--- src/rtl/uart_rx_param.sv ---
// uart_rx_param: oversampled UART receiver with mid-bit sampling, valid/ack output register and error flags.
// Define UART_RX_PARITY_EN to expect one parity bit between the data bits and the stop bit.
module uart_rx_param #(
    parameter int CLKS_PER_BIT = 8,
    parameter int DATA_BITS    = 8,
    parameter int PARITY_ODD   = 0
) (
    input  logic                 clk,
    input  logic                 rst,
    input  logic                 serial_in,
    input  logic                 rx_ack,
    output logic [DATA_BITS-1:0] rx_data,
    output logic                 rx_valid,
    output logic                 frame_err,
    output logic                 parity_err,
    output logic                 overrun_err,
    output logic                 busy
);
    localparam int CW = $clog2(CLKS_PER_BIT);
    localparam int IW = $clog2(DATA_BITS + 1);
    localparam logic [CW-1:0] MID  = CW'(CLKS_PER_BIT / 2 - 1);
    localparam logic [CW-1:0] LAST = CW'(CLKS_PER_BIT - 1);
    localparam logic [IW-1:0] TOP  = IW'(DATA_BITS - 1);

    typedef enum logic [2:0] {
        IDLE,
        START,
        DATA,
`ifdef UART_RX_PARITY_EN
        PARITY,
`endif
        STOP,
        BREAK
    } state_t;

`ifdef UART_RX_PARITY_EN
    localparam state_t AFTER_DATA = PARITY;
    localparam logic   ODD        = PARITY_ODD != 0;
`else
    localparam state_t AFTER_DATA = STOP;
    logic unused_parity_odd;
    assign unused_parity_odd = PARITY_ODD != 0;
`endif

    state_t               state_q, state_d;
    logic [1:0]           sync_q;
    logic [CW-1:0]        cnt_q, cnt_d;
    logic [IW-1:0]        idx_q, idx_d;
    logic [DATA_BITS-1:0] shift_q, shift_d;
    logic [DATA_BITS-1:0] rx_data_q, rx_data_d;
    logic                 rx_valid_q, rx_valid_d;
    logic                 frame_err_q, frame_err_d;
    logic                 overrun_q, overrun_d;
    logic                 rxs, tick, ack, done;
`ifdef UART_RX_PARITY_EN
    logic                 perr_q, perr_d;
    logic                 parity_err_q, parity_err_d;
`endif

    assign rxs  = sync_q[1];
    assign tick = cnt_q == LAST;
    assign ack  = rx_ack & rx_valid_q;

    always_ff @(posedge clk) begin
        if (rst) begin
            sync_q      <= 2'b11;
            state_q     <= IDLE;
            cnt_q       <= '0;
            idx_q       <= '0;
            shift_q     <= '0;
            rx_data_q   <= '0;
            rx_valid_q  <= 1'b0;
            frame_err_q <= 1'b0;
            overrun_q   <= 1'b0;
        end else begin
            sync_q      <= {sync_q[0], serial_in};
            state_q     <= state_d;
            cnt_q       <= cnt_d;
            idx_q       <= idx_d;
            shift_q     <= shift_d;
            rx_data_q   <= rx_data_d;
            rx_valid_q  <= rx_valid_d;
            frame_err_q <= frame_err_d;
            overrun_q   <= overrun_d;
        end
    end

`ifdef UART_RX_PARITY_EN
    always_ff @(posedge clk) begin
        if (rst) begin
            perr_q       <= 1'b0;
            parity_err_q <= 1'b0;
        end else begin
            perr_q       <= perr_d;
            parity_err_q <= parity_err_d;
        end
    end
`endif

    always_comb begin
        state_d = state_q;
        cnt_d   = cnt_q;
        idx_d   = idx_q;
        shift_d = shift_q;
        done    = 1'b0;
`ifdef UART_RX_PARITY_EN
        perr_d  = perr_q;
`endif
        case (state_q)
            IDLE: begin
                cnt_d   = '0;
                idx_d   = '0;
                shift_d = '0;
                state_d = rxs ? IDLE : START;
            end
            START: begin
                cnt_d = cnt_q + 1'b1;
                if (cnt_q == MID) begin
                    cnt_d   = '0;
                    state_d = rxs ? IDLE : DATA;
                end
            end
            DATA: begin
                cnt_d = cnt_q + 1'b1;
                if (tick) begin
                    shift_d = shift_q | (DATA_BITS'(rxs) << idx_q);
                    cnt_d   = '0;
                    idx_d   = idx_q + 1'b1;
                    state_d = idx_q == TOP ? AFTER_DATA : DATA;
                end
            end
`ifdef UART_RX_PARITY_EN
            PARITY: begin
                cnt_d = cnt_q + 1'b1;
                if (tick) begin
                    perr_d  = rxs ^ (^shift_q) ^ ODD;
                    cnt_d   = '0;
                    state_d = STOP;
                end
            end
`endif
            STOP: begin
                cnt_d = cnt_q + 1'b1;
                if (tick) begin
                    done    = 1'b1;
                    cnt_d   = '0;
                    state_d = rxs ? IDLE : BREAK;
                end
            end
            BREAK:   state_d = rxs ? IDLE : BREAK;
            default: state_d = IDLE;
        endcase
    end

    // A completing frame overrides a same-cycle ack; the acked word is not an overrun.
    always_comb begin
        rx_data_d   = done ? shift_q : rx_data_q;
        rx_valid_d  = done | (rx_valid_q & ~ack);
        frame_err_d = done ? ~rxs : frame_err_q & ~ack;
        overrun_d   = ~ack & (overrun_q | (done & rx_valid_q));
`ifdef UART_RX_PARITY_EN
        parity_err_d = done ? perr_q : parity_err_q & ~ack;
`endif
    end

    assign rx_data     = rx_data_q;
    assign rx_valid    = rx_valid_q;
    assign frame_err   = frame_err_q;
    assign overrun_err = overrun_q;
    assign busy        = state_q != IDLE;
`ifdef UART_RX_PARITY_EN
    assign parity_err  = parity_err_q;
`else
    assign parity_err  = 1'b0;
`endif
endmodule

--- config.mk ---
export PLATFORM = sky130hd
export DESIGN_NAME = uart_rx_param
export DESIGN_NICKNAME = d
export VERILOG_FILES = /design/src/rtl/uart_rx_param.sv
export SDC_FILE = /design/constraint.sdc
export NUM_CORES = 1
export LEC_CHECK = 0
export ABC_AREA = 0
export BUFFER_PORTS_ARGS = -buffer_cell sky130_fd_sc_hd__buf_2
export CAP_MARGIN = 20
export CORE_UTILIZATION = 30
export CTS_CLUSTER_DIAMETER = 60
export DETAILED_ROUTE_END_ITERATION = 10
export HOLD_SLACK_MARGIN = 0.05
export SLEW_MARGIN = 40
export SYNTH_ARGS = -nofsm -noshare
export SYNTH_HDL_FRONTEND = slang
export SYNTH_SLANG_ARGS = --single-unit
export TNS_END_PERCENT = 20
--- constraint.sdc ---
create_clock -name clk -period 2 [get_ports clk]
set_input_delay 0.1 -clock clk [delete_from_list [all_inputs] [get_ports clk]]
set_output_delay 0.1 -clock clk [all_outputs]
set_load 0.005 [all_outputs]
==> impl_results.md, run 1 <==
- Cell taking the most area after synthesis: dfxtp_1
- Post-Route M1 WL: 1210 um
- First-pass GRT wire length: around 4300 um
- Post-synthesis instance area: between 0.001 and 0.0015 sq mm
- EDFF count, synth: 0
- Post-DP HPWL: approximately 1700 um
- Critical path origin: cnt_q[0]
- Hold Path Class: input port to flip-flop
- Hold buffers post-CTS: 2
- Max Fclk: around 600 MHz
- DRT iter0 DRCs: 32
- Num rows: 23
- Drt first pass iters: 4
- Largest cells by area after synthesis: dfxtp_1, nor2_1, mux2i_1, a21oi_1, ha_1
- Gr usage total: 0.129
- Top sig layer: met4
- Post-Synth Adder-Cell Area: 0.0380
- CP Capture Type: flip-flop
- Slew @ Worst Pin: around 0.50 ns
- CTS H-tree lvls: 2
- CP Data Required Time: roughly 2.2 ns
- VDD IR max: 0.000412 V
- PD cells: 836 mW/mm^2
- Main synth FF type: dfxtp_1
- N_diodes: 0
- Syn Inst Count: 143
- Arr. time, crit path: ~1.8 ns
- HP Start: rst
- Routed length on met3: ~110 um
- WHS Path Cells: 2
- Antenna-violating nets left: 0
- FF-to-FF Start: cnt_q[0]
- List of most frequent post-synthesis cells: dfxtp_1, nor2_1, a21oi_1
- Setup slack, reg-to-reg: ~0.33 ns
- CTS tree: done
- Critical Setup Path Class: flip-flop to flip-flop
- Leakage Power: slightly above 0.6 nW
- Via count: 1,042
- Total wire length: 2600 um
- Die Footprint: roughly 0.0047 sq mm
- R2R cell count: 6
- Worst Skew: ~0.0044 ns
- Sequential share of the synthesized area: 0.471
- CP max stage cell: dfxtp_1
- Met2 WL: 1250 um
- Fraction of final layout cells sized beyond drive strength 1: 0.175
- Final Hold Slack: ~0.22 ns
- Synth Area in Simple Gates: 0.195
- Slew headroom: 0.664
- Count leader, synth: dfxtp_1
- Largest family of logic cells by synthesized area: simple AND/OR/NAND/NOR gates
- Core region area: a little over 0.004 sq mm
- Setup TNS Final: 0 ns
- Post-Synth XOR/XNOR Area: 0.0199
- Vias per cell: 4.96
- Syn avg cell area: 9.21 sq um
- Max Cap Viol: 0
- Post-layout minimum cycle time: between 1.5 and 2 ns
- Synth async-reset ratio: 0
- Total gr overflow: 0
- Area share of the largest cell type after synthesis: 0.471
- DR DRC count: 0
- I/O pins: 17
- Initial core utilization: 0.320
- Fin util: 0.377
- Crit path to: rx_data[0]
- Die span in y: roughly 68 um
- Number of port buffers: 15
- Library cells used by synthesis: 39
- Clock sinks: 31
- Clock Path Buffers: 2
- Complex-gate fraction of the synthesized area: 0.153
- Reg clk slew, reported paths: approximately 0.06 ns
- Cts bufs inserted: 5
- Layout area overhead: 17.7%
- Fin. max-slew vios: 0
- CP Cell Sequence: ha_1 > and2_1 > and4_1 > buf_4 > mux2i_1 > nor2_1
- Multiplexer share of the synthesized area: 0.0684
- # resized after CTS: 0
- Status: completed
- CP Max Fanout: 11
- CP Launch Type: flip-flop
- Routed len/inst: ~12 um
- Vias in the first global route: 1,043
- Initial antenna violation count: 0
- R2r endpoint: rx_data[0]
- Die W: between 60 and 70 um
- Root buffer cell: clkbuf_8
- Worst-Skew Late Latency: about 0.28 ns
- Seq cells post-synth: 31
- Final GP Congestion: 0.799
- Yosys warns: 0
- Fin crit share: 0.835
- Final Hold Viols: 0
- RSZ-0062 raised after global routing: false
- Mapped Nets: 151
- Largest stage delay, worst path: between 0.3 and 0.4 ns
- Post-CTS Setup Repair Bufs: 0
- # setup viols final: 0
- Final #Nets: approximately 170
- Pin count of the biggest net entering global routing: 23
-- report_power, final --
| group | internal (mW) | switching (mW) | total (mW) |
|---|---|---|---|
| Sequential | 0.622 | 0.00570 | 0.627 |
| Combinational | 0.0154 | 0.0234 | 0.0388 |
| Clock | 0.403 | 0.227 | 0.630 |
| Total | 1.04 | 0.256 | 1.30 |
-- how the worst min path moves through the flow --
stage,to,slack (ns)
detailed placement,sync_q[0],0.29
global route,rx_data[3],0.25
floorplan,state_q[1],0.19
global placement,sync_q[0],0.29
CTS,rx_data[3],0.22
finish,rx_data[3],0.22
-- metal layers --
metal  global-route usage  vias up
met3               0.0450        4
met5                    0        -
met1                0.135      491
met4               0.0755        0
li1                     -      528
met2                0.223       19
-- through the flow --
stage | power (mW) | instances | area (sq um) | setup WS [ns]
floorplan | 0.668 | 143 | 1320 | 0.509
global placement | 0.676 | 200 | 1410 | 0.409
detailed placement | 0.677 | 200 | 1410 | 0.340
CTS | 1.31 | 210 | 1550 | 0.324
global route | 1.35 | 210 | 1550 | 0.202
finish | 1.30 | 210 | 1550 | 0.329
-- cells in the final DEF (no fill, tap or decap), types with 4 or more instances in the layout --
master	instances
ha_1	4
mux2i_1	9
clkbuf_8	6
inv_1	5
a31oi_1	7
nor2_1	27
dfxtp_1	31
buf_2	15
a21oi_1	11
-- layout make-up --
class	instances	area, sq um
fillers	429	2560
inverters	5	18.8
clock buffers	6	82.6
clock inverters	2	35.0
multi-input cells	98	628
well taps	50	62.6
flip-flops and latches	31	621
repair buffers	18	103
-- worst max-delay path, delay by kind of cell, from the launching register on --
| family | cells | cell delay, ns |
|---|---|---|
| muxes | 1 | 0.21 |
| buffers and inverters | 1 | 0.21 |
| adders and majority gates | 1 | 0.27 |
| and+or+nand+nor | 3 | 0.47 |
| DFF | 1 | 0.38 |
-- flip-flops by register name, summed over array words and instances, names as in the netlist --
signal / cells
cnt_q: 3
frame_err: 1
idx_q: 4
overrun_err: 1
rx_data: 8
rx_valid: 1
shift_q: 8
state_q: 3
sync_q: 2
-- logic make-up (layout without fill, tap and decap cells) --
kind of cell | count (synthesis) | in the layout
flip-flops | 31 | 31
other | 1 | 1
AND/OR/NAND/NOR | 51 | 51
XOR/XNOR | 3 | 3
multiplexers | 9 | 9
adder cells (fa/ha/maj) | 4 | 4
buffers and inverters | 14 | 31
AO/OA/AOI/OAI | 30 | 30
No activity file was read; power rests on OpenSTA's default activity.
==> inputs of run 2 (changes only) <==
==> constraint.sdc (replaced) <==
create_clock -name clk -period 1.7 [get_ports clk]
set_input_delay 0.085 -clock clk [delete_from_list [all_inputs] [get_ports clk]]
set_output_delay 0.085 -clock clk [all_outputs]
set_load 0.005 [all_outputs]
==> impl_results.md, run 2 (synthesized netlist as in run 1, its figures left out) <==
- Reg clk slew, reported paths: 0.06 ns (about the same)
- Switching pwr: 0.300 mW (+17%)
- Post-CTS Setup Repair Bufs: 0 (unchanged)
- Most common cell after layout, fill and taps aside: dfxtp_1
- Clock sinks: 31 (unchanged)
- Routed length on met3: 92 um (-15%)
- Final #Nets: 170 (+1.8%)
- Status: completed
- Net Sw Frac: 0.197 (-0.000611)
- Sequential share of power: 0.485 (about the same)
- Largest stage delay, worst path: 0.38 ns (about the same)
- Die Footprint: 0.00466 sq mm (unchanged)
- CP max stage cell: dfxtp_1
- CP Cell Sequence: ha_1 > and2_1 > and4_2 > buf_12 > mux2i_1 > nor2_1
- Final Hold Viols: 0 (unchanged)
- CP Launch Type: flip-flop
- Setup TNS Final: 0 ns (unchanged)
- CP Max Fanout: 8 (-3)
- Vias in the first global route: 1,052 (+0.86%)
- Number of port buffers: 15 (unchanged)
- Drt first pass iters: 4 (unchanged)
- Die W: 68.3 um (unchanged)
- PD cells: 960 mW/mm^2 (+15%)
- Tot Pwr: 1.52 mW (+18%)
- Clock power frac: 0.486 (about the same)
- Initial core utilization: 0.320 (unchanged)
- Cts bufs inserted: 5 (unchanged)
- Top sig layer: met4
- Via count: 1,041 (-0.096%)
- Critical Setup Path Class: flip-flop to flip-flop
- Logic pwr share: 0.029 (about the same)
- Clock Path Buffers: 2 (unchanged)
- Post-DP HPWL: 1790 um (+2.2%)
- Cell family with most CP delay: simple AND/OR/NAND/NOR gates
- Core region area: 0.00412 sq mm (unchanged)
- Max Cap Viol: 0 (unchanged)
- Total gr overflow: 0 (unchanged)
- Fraction of final layout cells sized beyond drive strength 1: 0.196 (+0.0213)
- CP Capture Type: flip-flop
- Leakage Power: 0.635 nW (+3.1%)
- Antenna-violating nets left: 0 (unchanged)
- Num rows: 23 (unchanged)
- Fin. max-slew vios: 0 (unchanged)
- Gr usage total: 0.135 (+0.00527)
- Max Fclk: 628 MHz (+4.9%)
- Die span in y: 68.3 um (unchanged)
- N_diodes: 0 (unchanged)
- Crit path buf inv count: 1 (unchanged)
- Fin util: 0.386 (+0.00882)
- Pin count of the biggest net entering global routing: 23 (unchanged)
- CTS tree: done
- Worst Skew: 0.00418 ns (-0.000192 ns)
- Hold Path Class: input port to flip-flop
- Post-Route M1 WL: 1180 um (-2.2%)
- Root buffer cell: clkbuf_8
- DR DRC count: 0 (unchanged)
- Fin crit share: 0.937 (+0.102)
- Arr. time, crit path: 1.75 ns (-0.08 ns)
- CTS H-tree lvls: 2 (unchanged)
- Layout area overhead: 20.4%
- DRT iter0 DRCs: 20 (-38%)
- Initial antenna violation count: 0 (unchanged)
- Vias per cell: 4.89 (-1.5%)
- Final GP Congestion: 0.791 (-0.99%)
- Int Power: 1.22 mW (+18%)
- # setup viols final: 0 (unchanged)
- RSZ-0062 raised after global routing: false
- Most frequent cells in the layout: dfxtp_1, nor2_1, buf_2
- CP Data Required Time: 1.86 ns (-0.29 ns)
- I/O pins: 17 (unchanged)
- Final Hold Slack: 0.200 ns (-0.0185 ns)
- Routed len/inst: 12.1 um (-2.6%)
- Post-layout minimum cycle time: 1.59 ns (-0.0778 ns)
- Worst-Skew Late Latency: 0.28 ns (about the same)
- Total wire length: 2570 um (-1.2%)
- Met2 WL: 1230 um (-1.6%)
- First-pass GRT wire length: 4500 um (+3.5%)
- VDD IR max: 0.000411 V (-0.35%)
## run 2: cell types whose count changed in the layout (fill, tap and decap cells not counted)
cell / previous run / this run
and4_1: 1 / 0
buf_4: 1 / 3
and4_2: 0 / 1
buf_12: 0 / 1
## run 2: worst paths after layout
path,startpoint,slack [ns],depth (start not counted),to
max,cnt_q[0],0.11,6,rx_data[4]
max reg2reg,cnt_q[0],0.11,6,rx_data[4]
min,rst,0.20,2,rx_data[0]
min reg2reg,sync_q[0],0.42,1,sync_q[1]
## run 2: repair_timing
item	4_1_cts	5_1_grt
hold buffers	2	0
endpoints found under the hold margin	2	0
endpoints found under the setup margin	0	7
resized for setup	0	1
## run 2: layout make-up
| class | instances | area (sq um) |
|---|---|---|
| Multi-Input combinational cell | 98 | 629 |
| Timing Repair Buffer | 21 | 138 |
| Clock buffer | 6 | 82.6 |
| Fill cell | 423 | 2530 |
| Tap cell | 50 | 62.6 |
| Clock inverter | 2 | 35.0 |
| Sequential cell | 31 | 621 |
| Inverter | 5 | 18.8 |
## run 2: routing by layer
layer	vias up	global-route usage
met1	481	0.152
met2	16	0.214
met5	-	0
met4	0	0.0938
li1	537	-
met3	7	0.0417
## run 2: power by group through the flow
stage / registers (mW) / clock network (mW) / logic (mW)
after floorplan: 0.750 / 0 / 0.0359
after global placement: 0.754 / 0 / 0.0416
after detailed placement: 0.754 / 0 / 0.0421
after CTS: 0.738 / 0.763 / 0.0456
after global routing: 0.738 / 0.807 / 0.0506
final: 0.738 / 0.740 / 0.0447
## run 2: through the flow
stage | instance area, sq um | std cells | setup slack [ns]
after floorplan | 1320 | 143 | 0.209
after global placement | 1450 | 203 | 0.139
after detailed placement | 1450 | 203 | 0.0784
after CTS | 1590 | 213 | 0.0546
after global routing | 1590 | 213 | 0.0162
final | 1590 | 213 | 0.107
## run 2: worst register-to-register path, cell delays in order, from the launching register on
cell and delay, ns:
dfxtp_1 0.38, ha_1 0.18, and2_1 0.19, and4_2 0.33
buf_12 0.15, mux2i_1 0.19, nor2_1 0.06
==> inputs of run 3 (changes only) <==
--- a/config.mk
+++ b/config.mk
@@ -5,10 +5,11 @@
 export SDC_FILE = /design/constraint.sdc
 export NUM_CORES = 1
 export LEC_CHECK = 0
-export ABC_AREA = 0
+export ABC_AREA = 1
 export BUFFER_PORTS_ARGS = -buffer_cell sky130_fd_sc_hd__buf_2
 export CAP_MARGIN = 20
 export CORE_UTILIZATION = 30
+export CTS_BUF_LIST = sky130_fd_sc_hd__clkbuf_8
 export CTS_CLUSTER_DIAMETER = 60
 export DETAILED_ROUTE_END_ITERATION = 10
 export HOLD_SLACK_MARGIN = 0.05
==> impl_results.md, run 3 <==
- List of most frequent post-synthesis cells: nor2_1, dfxtp_1, nand2_1
- Final Hold Viols: 0 (unchanged)
- N_diodes: 0 (unchanged)
- R2R cell count: 7 (+1)
- Clock Path Buffers: 2 (unchanged)
- Post-Route M1 WL: 1370 um (+16%)
- Via count: 1,125 (+8.1%)
- CTS H-tree lvls: 2 (unchanged)
- Cts bufs inserted: 5 (unchanged)
- Fillcell total: 480 (+13%)
- CP Capture Type: flip-flop
- PD cells: 1020 mW/mm^2 (+6.5%)
- R2r endpoint: rx_data[3]
- Switching pwr: 0.365 mW (+22%)
- Area share of the largest cell type after synthesis: 0.452 (-0.0193)
- Leakage Power: 0.686 nW (+8.1%)
- I/O pins: 17 (unchanged)
- Final GP Congestion: 0.818 (+3.3%)
- Tot Pwr: 1.63 mW (+6.9%)
- # resized after CTS: 0 (unchanged)
- Routed len/inst: 9.82 um (-19%)
- Status: completed
- Worst-Skew Late Latency: 0.28 ns (about the same)
- Critical path origin: cnt_q[0]
- Initial antenna violation count: 0 (unchanged)
- Core region area: 0.00438 sq mm (+6.5%)
- CP Launch Type: flip-flop
- Logic pwr share: 0.084 (+0.055)
- Hold buffers post-CTS: 1 (-1)
- Fraction of final layout cells sized beyond drive strength 1: 0.178 (-0.0181)
- Syn Inst Count: 184 (+29%)
- Met2 WL: 979 um (-21%)
- # setup viols final: 0 (unchanged)
- Root buffer cell: clkbuf_8
- Post-synthesis instance area: 0.00137 sq mm (+4.3%)
- Die W: 69.7 um (+2.1%)
- RSZ-0062 raised after global routing: false
- First-pass GRT wire length: 4390 um (-2.4%)
- Sequential share of the synthesized area: 0.452 (-0.0193)
- Top sig layer: met4
- Main synth FF type: dfxtp_1
- Number of port buffers: 15 (unchanged)
- Critical Setup Path Class: flip-flop to flip-flop
- Synth async-reset ratio: 0 (unchanged)
- Setup slack, reg-to-reg: 0.31 ns (+0.20 ns)
- Net Sw Frac: 0.224 (+0.0272)
- Post-layout minimum cycle time: 1.39 ns (-0.204 ns)
- Sequential share of power: 0.467 (-0.018)
- Layout area overhead: 15.9%
- Post-CTS Setup Repair Bufs: 0 (unchanged)
- CP Max Fanout: 11 (+3)
- Reg clk slew, reported paths: 0.06 ns (about the same)
- Initial core utilization: 0.313 (-0.00680)
- Antenna-violating nets left: 0 (unchanged)
- Clock sinks: 31 (unchanged)
- Hold Path Class: input port to flip-flop
- Total wire length: 2490 um (-2.9%)
- Num rows: 24 (+4.3%)
- Arr. time, crit path: 1.60 ns (-0.15 ns)
- Library cells used by synthesis: 26 (-33%)
- Setup TNS Final: 0 ns (unchanged)
- Count leader, synth: nor2_1
- Fin. max-slew vios: 0 (unchanged)
- CP Data Required Time: 1.91 ns (+0.05 ns)
- Most common cell after layout, fill and taps aside: nor2_1
- Vias per cell: 4.43 (-9.4%)
- Gr usage total: 0.114 (-0.0207)
- VDD IR max: 0.000291 V (-29%)
- Clock power frac: 0.450 (-0.036)
- Max Cap Viol: 0 (unchanged)
- Routed length on met3: 86 um (-6.5%)
- FF-to-FF Start: cnt_q[0]
- Largest cells by area after synthesis: dfxtp_1, nor2_1, nand2_1, a21oi_1, inv_1
- Int Power: 1.26 mW (+3.3%)
- Multi-input gate area: 629 sq um (unchanged)
- Most frequent cells in the layout: nor2_1, dfxtp_1, nand2_1
- Worst Skew: 0.00652 ns (+0.00234 ns)
- Yosys warns: 0 (unchanged)
- Vias in the first global route: 987 (-6.2%)
- Pin count of the biggest net entering global routing: 14 (-39%)
- Fin crit share: 0.817 (-0.120)
- Seq cells post-synth: 31 (unchanged)
- Sequential Area: 621 sq um (unchanged)
- Drt first pass iters: 4 (unchanged)
- Mapped Nets: 192 (+27%)
- Max Fclk: 720 MHz (+15%)
- Final worst-path setup slack: 0.311 ns (+0.204 ns)
- Fin util: 0.363 (-0.0222)
- Total gr overflow: 0 (unchanged)
- Syn avg cell area: 7.47 sq um (-19%)
- Crit path to: rx_data[3]
- Cell taking the most area after synthesis: dfxtp_1
- Die Footprint: 0.00485 sq mm (+4.1%)
- Final #Nets: 209 (+23%)
- DR DRC count: 0 (unchanged)
- Post-DP HPWL: 1800 um (+0.85%)
- Die span in y: 69.7 um (+2.1%)
- Pre-CTS setup slack: 0.308 ns (+0.230 ns)
- DRT iter0 DRCs: 49 (+150%)
- CTS tree: done
- EDFF count, synth: 0 (unchanged)
-- run 3: changes by cell type in the layout (fill, tap and decap cells not counted), sizes merged, moves of 6 or more --
| cell | change |
|---|---|
| nand2 | +22 |
| a31oi | -6 |
| mux2i | -9 |
| o21ai | +12 |
| nor2 | +19 |
| nand3 | +13 |
| inv | +15 |
-- run 3: worst min-delay path by stage --
stage	start	to	slack [ns]	cells after the start
after global placement	serial_in	sync_q[0]	0.27	2
final	rx_ack	overrun_err	0.10	4
after global routing	rx_ack	overrun_err	0.13	4
after CTS	rx_ack	overrun_err	0.09	4
after detailed placement	serial_in	sync_q[0]	0.27	2
after floorplan	serial_in	sync_q[0]	0.19	1
-- run 3: cells by family after synthesis --
family	count (synthesis)	synth area share
buffers and inverters	26	0.0902
AND/OR/NAND/NOR	89	0.291
flip-flops	31	0.452
AO/OA/AOI/OAI	33	0.128
other	1	0.00273
adder cells (fa/ha/maj)	4	0.0364
-- run 3: worst max-delay path, cell delays in order, from the launching register on --
cell	delay (ns)
dfxtp_1	0.37
ha_1	0.18
nand2_1	0.07
inv_1	0.10
nand3_2	0.22
inv_2	0.23
nor2_1	0.06
nor2_1	0.09
-- run 3: cell type report --
| cell class | count | area share |
|---|---|---|
| Clock buffer | 6 | 0.0518 |
| Clock inverter | 2 | 0.0220 |
| Inverter | 20 | 0.0471 |
| Multi-Input combinational cell | 127 | 0.395 |
| Sequential cell | 31 | 0.390 |
| Tap cell | 52 | 0.0408 |
| Timing Repair Buffer | 16 | 0.0534 |
-- run 3: power groups by stage --
stage          clock [mW]  combinational [mW]  sequential (mW)
6_report            0.732               0.137            0.760
5_1_grt             0.791               0.153            0.761
4_1_cts             0.759               0.136            0.759
3_5_place_dp            0               0.133            0.776
3_3_place_gp            0               0.136            0.776
2_1_floorplan           0               0.118            0.770
-- run 3: layer usage --
| metal | vias to the layer above | GRT usage |
|---|---|---|
| met3 | 7 | 0.0305 |
| met2 | 22 | 0.161 |
| met4 | 0 | 0.0667 |
| met5 | - | 0 |
| met1 | 475 | 0.155 |
| li1 | 621 | - |
-- run 3: stage by stage --
step | instance area [sq um] | instances | hold WS (ns)
after CTS | 1590 | 254 | 0.0879
after global placement | 1470 | 245 | 0.270
after global routing | 1590 | 254 | 0.127
final | 1590 | 254 | 0.104
after detailed placement | 1470 | 245 | 0.269
after floorplan | 1370 | 184 | 0.189
